===== src/rtl/spi_flash_reader.sv =====
// Purpose: turns a 6809 read in the flash window into one SPI mode-0 READ and returns the byte on o_data.
// Latency: o_data_valid in cycle T+1+80*CLK_DIV after request cycle T (T+1+96*CLK_DIV with FAST READ).
// Backpressure: o_mrdy stretches the CPU from the request until DONE; SPI pins are released (o_spi_oe=0) when idle.
// Build option: define SPI_FAST_READ_EN for FAST READ (opcode 0B plus 8 dummy SCK periods).
module spi_flash_reader #(
    parameter int unsigned CLK_DIV      = 2,
    parameter logic [23:0] FLASH_OFFSET = 24'h000000
) (
    input  logic        i_clk,
    input  logic        i_reset_n,
    input  logic        i_spi_ce,
    input  logic        i_rw,
    input  logic [15:0] i_address,
    input  logic        i_spi_miso,
    output logic [7:0]  o_data,
    output logic        o_data_valid,
    output logic        o_mrdy,
    output logic        o_spi_cs_n,
    output logic        o_spi_sck,
    output logic        o_spi_mosi,
    output logic        o_spi_oe
);

`ifdef SPI_FAST_READ_EN
    localparam logic [7:0] OPCODE    = 8'h0B;
    localparam logic       HAS_DUMMY = 1'b1;
`else
    localparam logic [7:0] OPCODE    = 8'h03;
    localparam logic       HAS_DUMMY = 1'b0;
`endif

    // Phase counter must hold CLK_DIV-1; keep it at least one bit wide for CLK_DIV=1.
    localparam int unsigned      DIV_W    = (CLK_DIV > 1) ? $clog2(CLK_DIV) : 1;
    localparam logic [DIV_W-1:0] DIV_LAST = DIV_W'(CLK_DIV - 1);

    typedef enum logic [2:0] {
        S_IDLE,
        S_CMD,
        S_ADDR,
        S_DUMMY,
        S_DATA,
        S_DONE,
        S_RELEASE
    } state_t;

    state_t           state_q, state_d;
    state_t           next_shift;
    logic [DIV_W-1:0] div_q, div_d;
    logic             sck_q, sck_d;
    logic [4:0]       bit_q, bit_d;
    logic [4:0]       last_bit;
    logic [31:0]      tx_q, tx_d;
    logic [7:0]       rx_q, rx_d;
    logic [7:0]       data_q, data_d;

    logic             req;
    logic             shifting;
    logic             phase_end;
    logic [23:0]      flash_addr;
    logic             unused_addr_hi;

    // Only the low 12 address bits select within the window; the decoder already qualified the rest.
    assign flash_addr     = FLASH_OFFSET + {12'h000, i_address[11:0]};
    assign unused_addr_hi = ^i_address[15:12];

    // A request is ignored while reset is held so o_mrdy shows its reset value.
    assign req       = i_reset_n & i_spi_ce & i_rw;
    assign shifting  = (state_q == S_CMD) || (state_q == S_ADDR) ||
                       (state_q == S_DUMMY) || (state_q == S_DATA);
    assign phase_end = (div_q == DIV_LAST);

    assign o_spi_cs_n   = ~shifting;
    assign o_spi_oe     = shifting;
    assign o_spi_sck    = sck_q;
    assign o_spi_mosi   = ((state_q == S_CMD) || (state_q == S_ADDR)) ? tx_q[31] : 1'b0;
    assign o_data       = data_q;
    assign o_data_valid = (state_q == S_DONE);
    // Combinational drop so the CPU is stretched in the very cycle it presents the read.
    assign o_mrdy       = ~(shifting | ((state_q == S_IDLE) & req));

    // Number of bits in the current shift state and which state follows it.
    always_comb begin
        last_bit   = 5'd7;
        next_shift = S_DONE;
        case (state_q)
            S_CMD:   next_shift = S_ADDR;
            S_ADDR: begin
                last_bit   = 5'd23;
                next_shift = HAS_DUMMY ? S_DUMMY : S_DATA;
            end
            S_DUMMY: next_shift = S_DATA;
            default: next_shift = S_DONE;
        endcase
    end

    // Next-state logic: SCK phase timing, bit shifting and transaction sequencing.
    always_comb begin
        state_d = state_q;
        div_d   = div_q;
        sck_d   = sck_q;
        bit_d   = bit_q;
        tx_d    = tx_q;
        rx_d    = rx_q;
        data_d  = data_q;
        case (state_q)
            S_IDLE: begin
                if (req) begin
                    state_d = S_CMD;
                    tx_d    = {OPCODE, flash_addr};
                    div_d   = '0;
                    sck_d   = 1'b0;
                    bit_d   = '0;
                end
            end
            S_CMD, S_ADDR, S_DUMMY, S_DATA: begin
                if (phase_end) begin
                    div_d = '0;
                    sck_d = ~sck_q;
                    if (!sck_q) begin
                        // Rising edge: the flash output is stable, capture it.
                        if (state_q == S_DATA) begin
                            rx_d = {rx_q[6:0], i_spi_miso};
                        end
                    end else begin
                        // Falling edge: bit period over, present the next MOSI bit.
                        tx_d  = {tx_q[30:0], 1'b0};
                        bit_d = bit_q + 5'd1;
                        if (bit_q == last_bit) begin
                            bit_d   = '0;
                            state_d = next_shift;
                            if (state_q == S_DATA) begin
                                data_d = rx_q;
                            end
                        end
                    end
                end else begin
                    div_d = div_q + DIV_W'(1);
                end
            end
            S_DONE: begin
                state_d = S_RELEASE;
            end
            S_RELEASE: begin
                // Hold off until the CPU cycle that caused this read has ended.
                if (!i_spi_ce) begin
                    state_d = S_IDLE;
                end
            end
            default: begin
                state_d = S_IDLE;
            end
        endcase
    end

    // State and datapath registers with synchronous active-low reset.
    always_ff @(posedge i_clk) begin
        if (!i_reset_n) begin
            state_q <= S_IDLE;
            div_q   <= '0;
            sck_q   <= 1'b0;
            bit_q   <= '0;
            tx_q    <= '0;
            rx_q    <= '0;
            data_q  <= '0;
        end else begin
            state_q <= state_d;
            div_q   <= div_d;
            sck_q   <= sck_d;
            bit_q   <= bit_d;
            tx_q    <= tx_d;
            rx_q    <= rx_d;
            data_q  <= data_d;
        end
    end

endmodule


===== config.mk =====
export PLATFORM = sky130hd
export DESIGN_NAME = spi_flash_reader
export DESIGN_NICKNAME = d
export VERILOG_FILES = /design/src/rtl/spi_flash_reader.sv
export SDC_FILE = /design/constraint.sdc
export NUM_CORES = 1
export LEC_CHECK = 0
export ABC_AREA = 0
export BUFFER_PORTS_ARGS = -buffer_cell sky130_fd_sc_hd__buf_2
export CAP_MARGIN = 20
export CORE_ASPECT_RATIO = 0.8
export CORE_MARGIN = 8
export CORE_UTILIZATION = 51
export CTS_CLUSTER_DIAMETER = 50
export DETAILED_ROUTE_END_ITERATION = 10
export HOLD_SLACK_MARGIN = 0.02
export PLACE_DENSITY = 0.75
export SLEW_MARGIN = 30
export SYNTH_ARGS = -nofsm -noshare
export SYNTH_HDL_FRONTEND = slang
export SYNTH_SLANG_ARGS = --single-unit

===== constraint.sdc =====
create_clock -name i_clk -period 2 [get_ports i_clk]
set_input_delay 0.1 -clock i_clk [delete_from_list [all_inputs] [get_ports i_clk]]
set_output_delay 0.1 -clock i_clk [all_outputs]
set_load 0.01 [all_outputs]

==> implementation parameters <==
Parameter                              Value

Synthesis
  Async set or reset register ratio after synthesis ... 0%
  Number of enable flip-flop cells after synthesis ... 0
  Synthesized area per cell ... 8.72 µm²
  Number of warnings issued by yosys ... 0
  Sequential element share of the synthesized area ... 44.2%
  Most used flip-flop cell after synthesis ... dfxtp_1
  Synth Cell Area ... 0.00263 mm²
  Synth Register Bits ... 58
  Cell count after synthesis ... 301
  Post-synthesis cell type count ... 43
  Syn Nets ... 325

Min path
  Tightest Hold Check Type ... input port to flop

STA
  F_max ... 535 MHz
  Slew Limit Headroom ... 60.0%
  Final setup viols ... 0
  Worst-margin pin slew ... 0.598 ns
  Setup repair after global routing missed its margin ... false
  Fin. Hold Viols ... 0
  Final Skew ... 0.00634 ns
  Number of pins exceeding their max-slew limit in the final report ... 0
  Worst path setup slack after routing ... 0.131 ns
  Final period util ... 93.4%
  Clock period minus worst slack ... 1.87 ns
  Setup Total Neg Slack ... 0 ns
  Hold Slack ... 0.317 ns

Worst setup path
  Data arrival at the endpoint of the critical path ... 2.09 ns
  Worst-path fanout max ... 31
  CP required ... 2.22 ns
  Critical setup path kind ... flop to flop
  Crit path capture type ... flop
  Startpoint kind of the worst setup timing path ... flop

Placed design
  Final weighted congestion in routability-driven placement ... 0.765
  Placed cell areas ... 0.00283 mm²
  Number of port buffers ... 30
  Cell Count Post-Placement ... 382
  Estimated wirelength of the detail-placed design ... 3.26 mm
  Worst-case setup slack after placement ... 0.0519 ns

Layout
  End-of-flow core utilization ... 64.7%
  Share of final-layout standard cells stronger than drive strength 1 ... 19.2%
  Most common cell after layout, fill and taps aside ... dfxtp_1
  Synth-to-layout area growth ... 22.7%
  Final design area excluding fillers ... 0.00322 mm²
  Final net count ... 368
  Post-layout instance count excluding filler cells ... 411
  Highest-count cells in the layout ignoring fill and taps ... dfxtp_1, nand2_1, buf_2, nand3_1, a21oi_1
  Number of inserted diodes ... 0

Global routing
  Number of global-route vias before repair ... 2106
  Final global-route overflow total ... 0
  Layer carrying the most global-route usage ... met2
  Global-route met1 utilization ... 16.4%
  Met2 capacity usage during global routing ... 24.2%
  Global-route wire length before repair ... 8.95 mm
  Number of antenna violations at the first check in global routing ... 0
  Met3 Track Usage GR ... 5.03%
  Total routing usage reported by global routing ... 14.6%
  Largest net degree at the start of global routing ... 66

Routing
  Vias post-DR ... 2215
  Total DRC errors in the routed layout ... 0
  Number of detailed-routing iterations run before antenna repair ... 4
  Starting DRC count in detailed routing ... 120
  Post-route antenna net violation count ... 0
  WL final ... 5.32 mm
  Routed vias/inst ... 5.39
  Routed wirelength normalized by instance count ... 12.9 µm

Clock tree
  Number of buffers between clock root and the deepest sink ... 2
  Clock slew seen by the registers of the worst setup and hold paths ... 0.06 ns
  TritonCTS Buffers ... 9
  H-tree depth reported by CTS ... 3
  CTS tree ... built
  Number of buffers inserted by post-CTS setup repair ... 0
  Clock insertion delay at the later pin of the skew report ... 0.33 ns
  Clock Sinks ... 58
  Clock root cell ... clkbuf_8

Power and ir drop
  Net Sw Frac ... 28.0%
  Peak ir drop on the vdd network ... 598 µV
  Sequential fraction of design power ... 39.9%
  Power density over the cells ... 1000 mW/mm²
  Leakage dissipation ... 1.29 nW
  Logic pwr share ... 21.5%
  Total power ... 3.23 mW
  Relative contribution of the clock network to total power ... 38.6%
  Net Sw Power ... 0.904 mW
  Total internal power ... 2.32 mW

Floorplanning
  Horiz. Die Dim ... 96.2 µm
  Core Rows ... 23
  Starting utilization of the core area ... 52.7%
  Die extent in y ... 80.2 µm
  Core outline area ... 0.00498 mm²
  Die area ... 0.00771 mm²
  Number of top-level design ports ... 35

Run status
  Outcome ... finished clean

Job
  Max-cap check violation count ... 0
==> kinds of logic after synthesis <==
kind of cell	count (synthesis)	share of synthesized area, %
AOI/OAI and AO/OA	78	18.7
xor gates and xnor gates	3	1.00
muxes	17	6.48
and+or+nand+nor	115	22.1
buffers and inverters	27	6.05
adders and majority gates	3	1.43
DFF	58	44.2
==> final timing paths <==
kind / from / end / slack [ns] / cells after the start
setup reg to reg: state_q[0] / tx_q[8] / 0.13 / 7
setup / recovery: state_q[0] / tx_q[8] / 0.13 / 7
hold / removal: i_spi_ce / state_q[2] / 0.32 / 5
hold reg to reg: tx_q[31] / tx_q[31] / 0.45 / 2
==> critical path, stage by stage (launching register included) <==
cell	delay, ns
dfxtp_1	0.32
buf_4	0.18
or3_4	0.38
or2_4	0.28
o21a_1	0.16
buf_12	0.18
o21ai_0	0.18
a21oi_1	0.06
==> area by class of cell <==
cell class	instances	area, µm²
Fill cell	413	1760
Multi-Input combinational cell	216	1330
Sequential cell	58	1160
Timing Repair Buffer	55	395
Clock buffer	12	165
Tap cell	62	77.6
Clock inverter	4	72.6
Inverter	4	15.0
==> Yosys cell counts, types with 2 or more instances <==
library cell,number,area share (%)
dfxtp_1,58,44
nand2_1,40,5.7
nand3_1,27,5.1
a21oi_1,26,5.0
nor2b_1,18,4.3
a21boi_1,17,4.9
mux2i_1,17,6.5
o21ai_0,15,2.9
clkbuf_1,10,1.4
nor2_1,7,1.0
buf_6,6,2.6
a21boi_0,4,1.1
and3_1,4,0.95
buf_2,4,0.76
inv_1,4,0.57
nor3_1,4,0.76
ha_1,3,1.4
nand2b_1,3,0.72
nor3b_1,3,0.86
o211ai_1,3,0.86
buf_4,2,0.57
nand4_1,2,0.48
o22ai_1,2,0.48
o31ai_1,2,0.57
xnor2_1,2,0.67
==> state kept, by name, summed over array words and instances, names as in the netlist <==
name       cells
o_spi_sck      1
state_q        3
o_data         8
div_q          1
rx_q           8
bit_q          5
tx_q          32
==> power groups by stage <==
| stage | registers (mW) | clock network, mW | logic [mW] |
|---|---|---|---|
| global route | 1.29 | 1.33 | 0.769 |
| floorplan | 1.30 | 0 | 0.528 |
| global placement | 1.31 | 0 | 0.649 |
| CTS | 1.28 | 1.27 | 0.677 |
| detailed placement | 1.31 | 0 | 0.655 |
| finish | 1.29 | 1.24 | 0.694 |
==> layer usage <==
| metal | routed length, µm | up-vias |
|---|---|---|
| li1 | - | 1133 |
| met3 | 277 | 7 |
| met1 | 2510 | 1032 |
| met4 | 61 | 0 |
| met2 | 2470 | 43 |
| met5 | 0 | - |
==> repair_timing <==
item | 4_1_cts | 5_1_grt
endpoints found under the setup margin | 0 | 33
resized for setup | 0 | 3
hold endpoints to repair | 13 | 0
hold buffers | 13 | 0
Note: power is estimated with default switching activity, not from simulation.
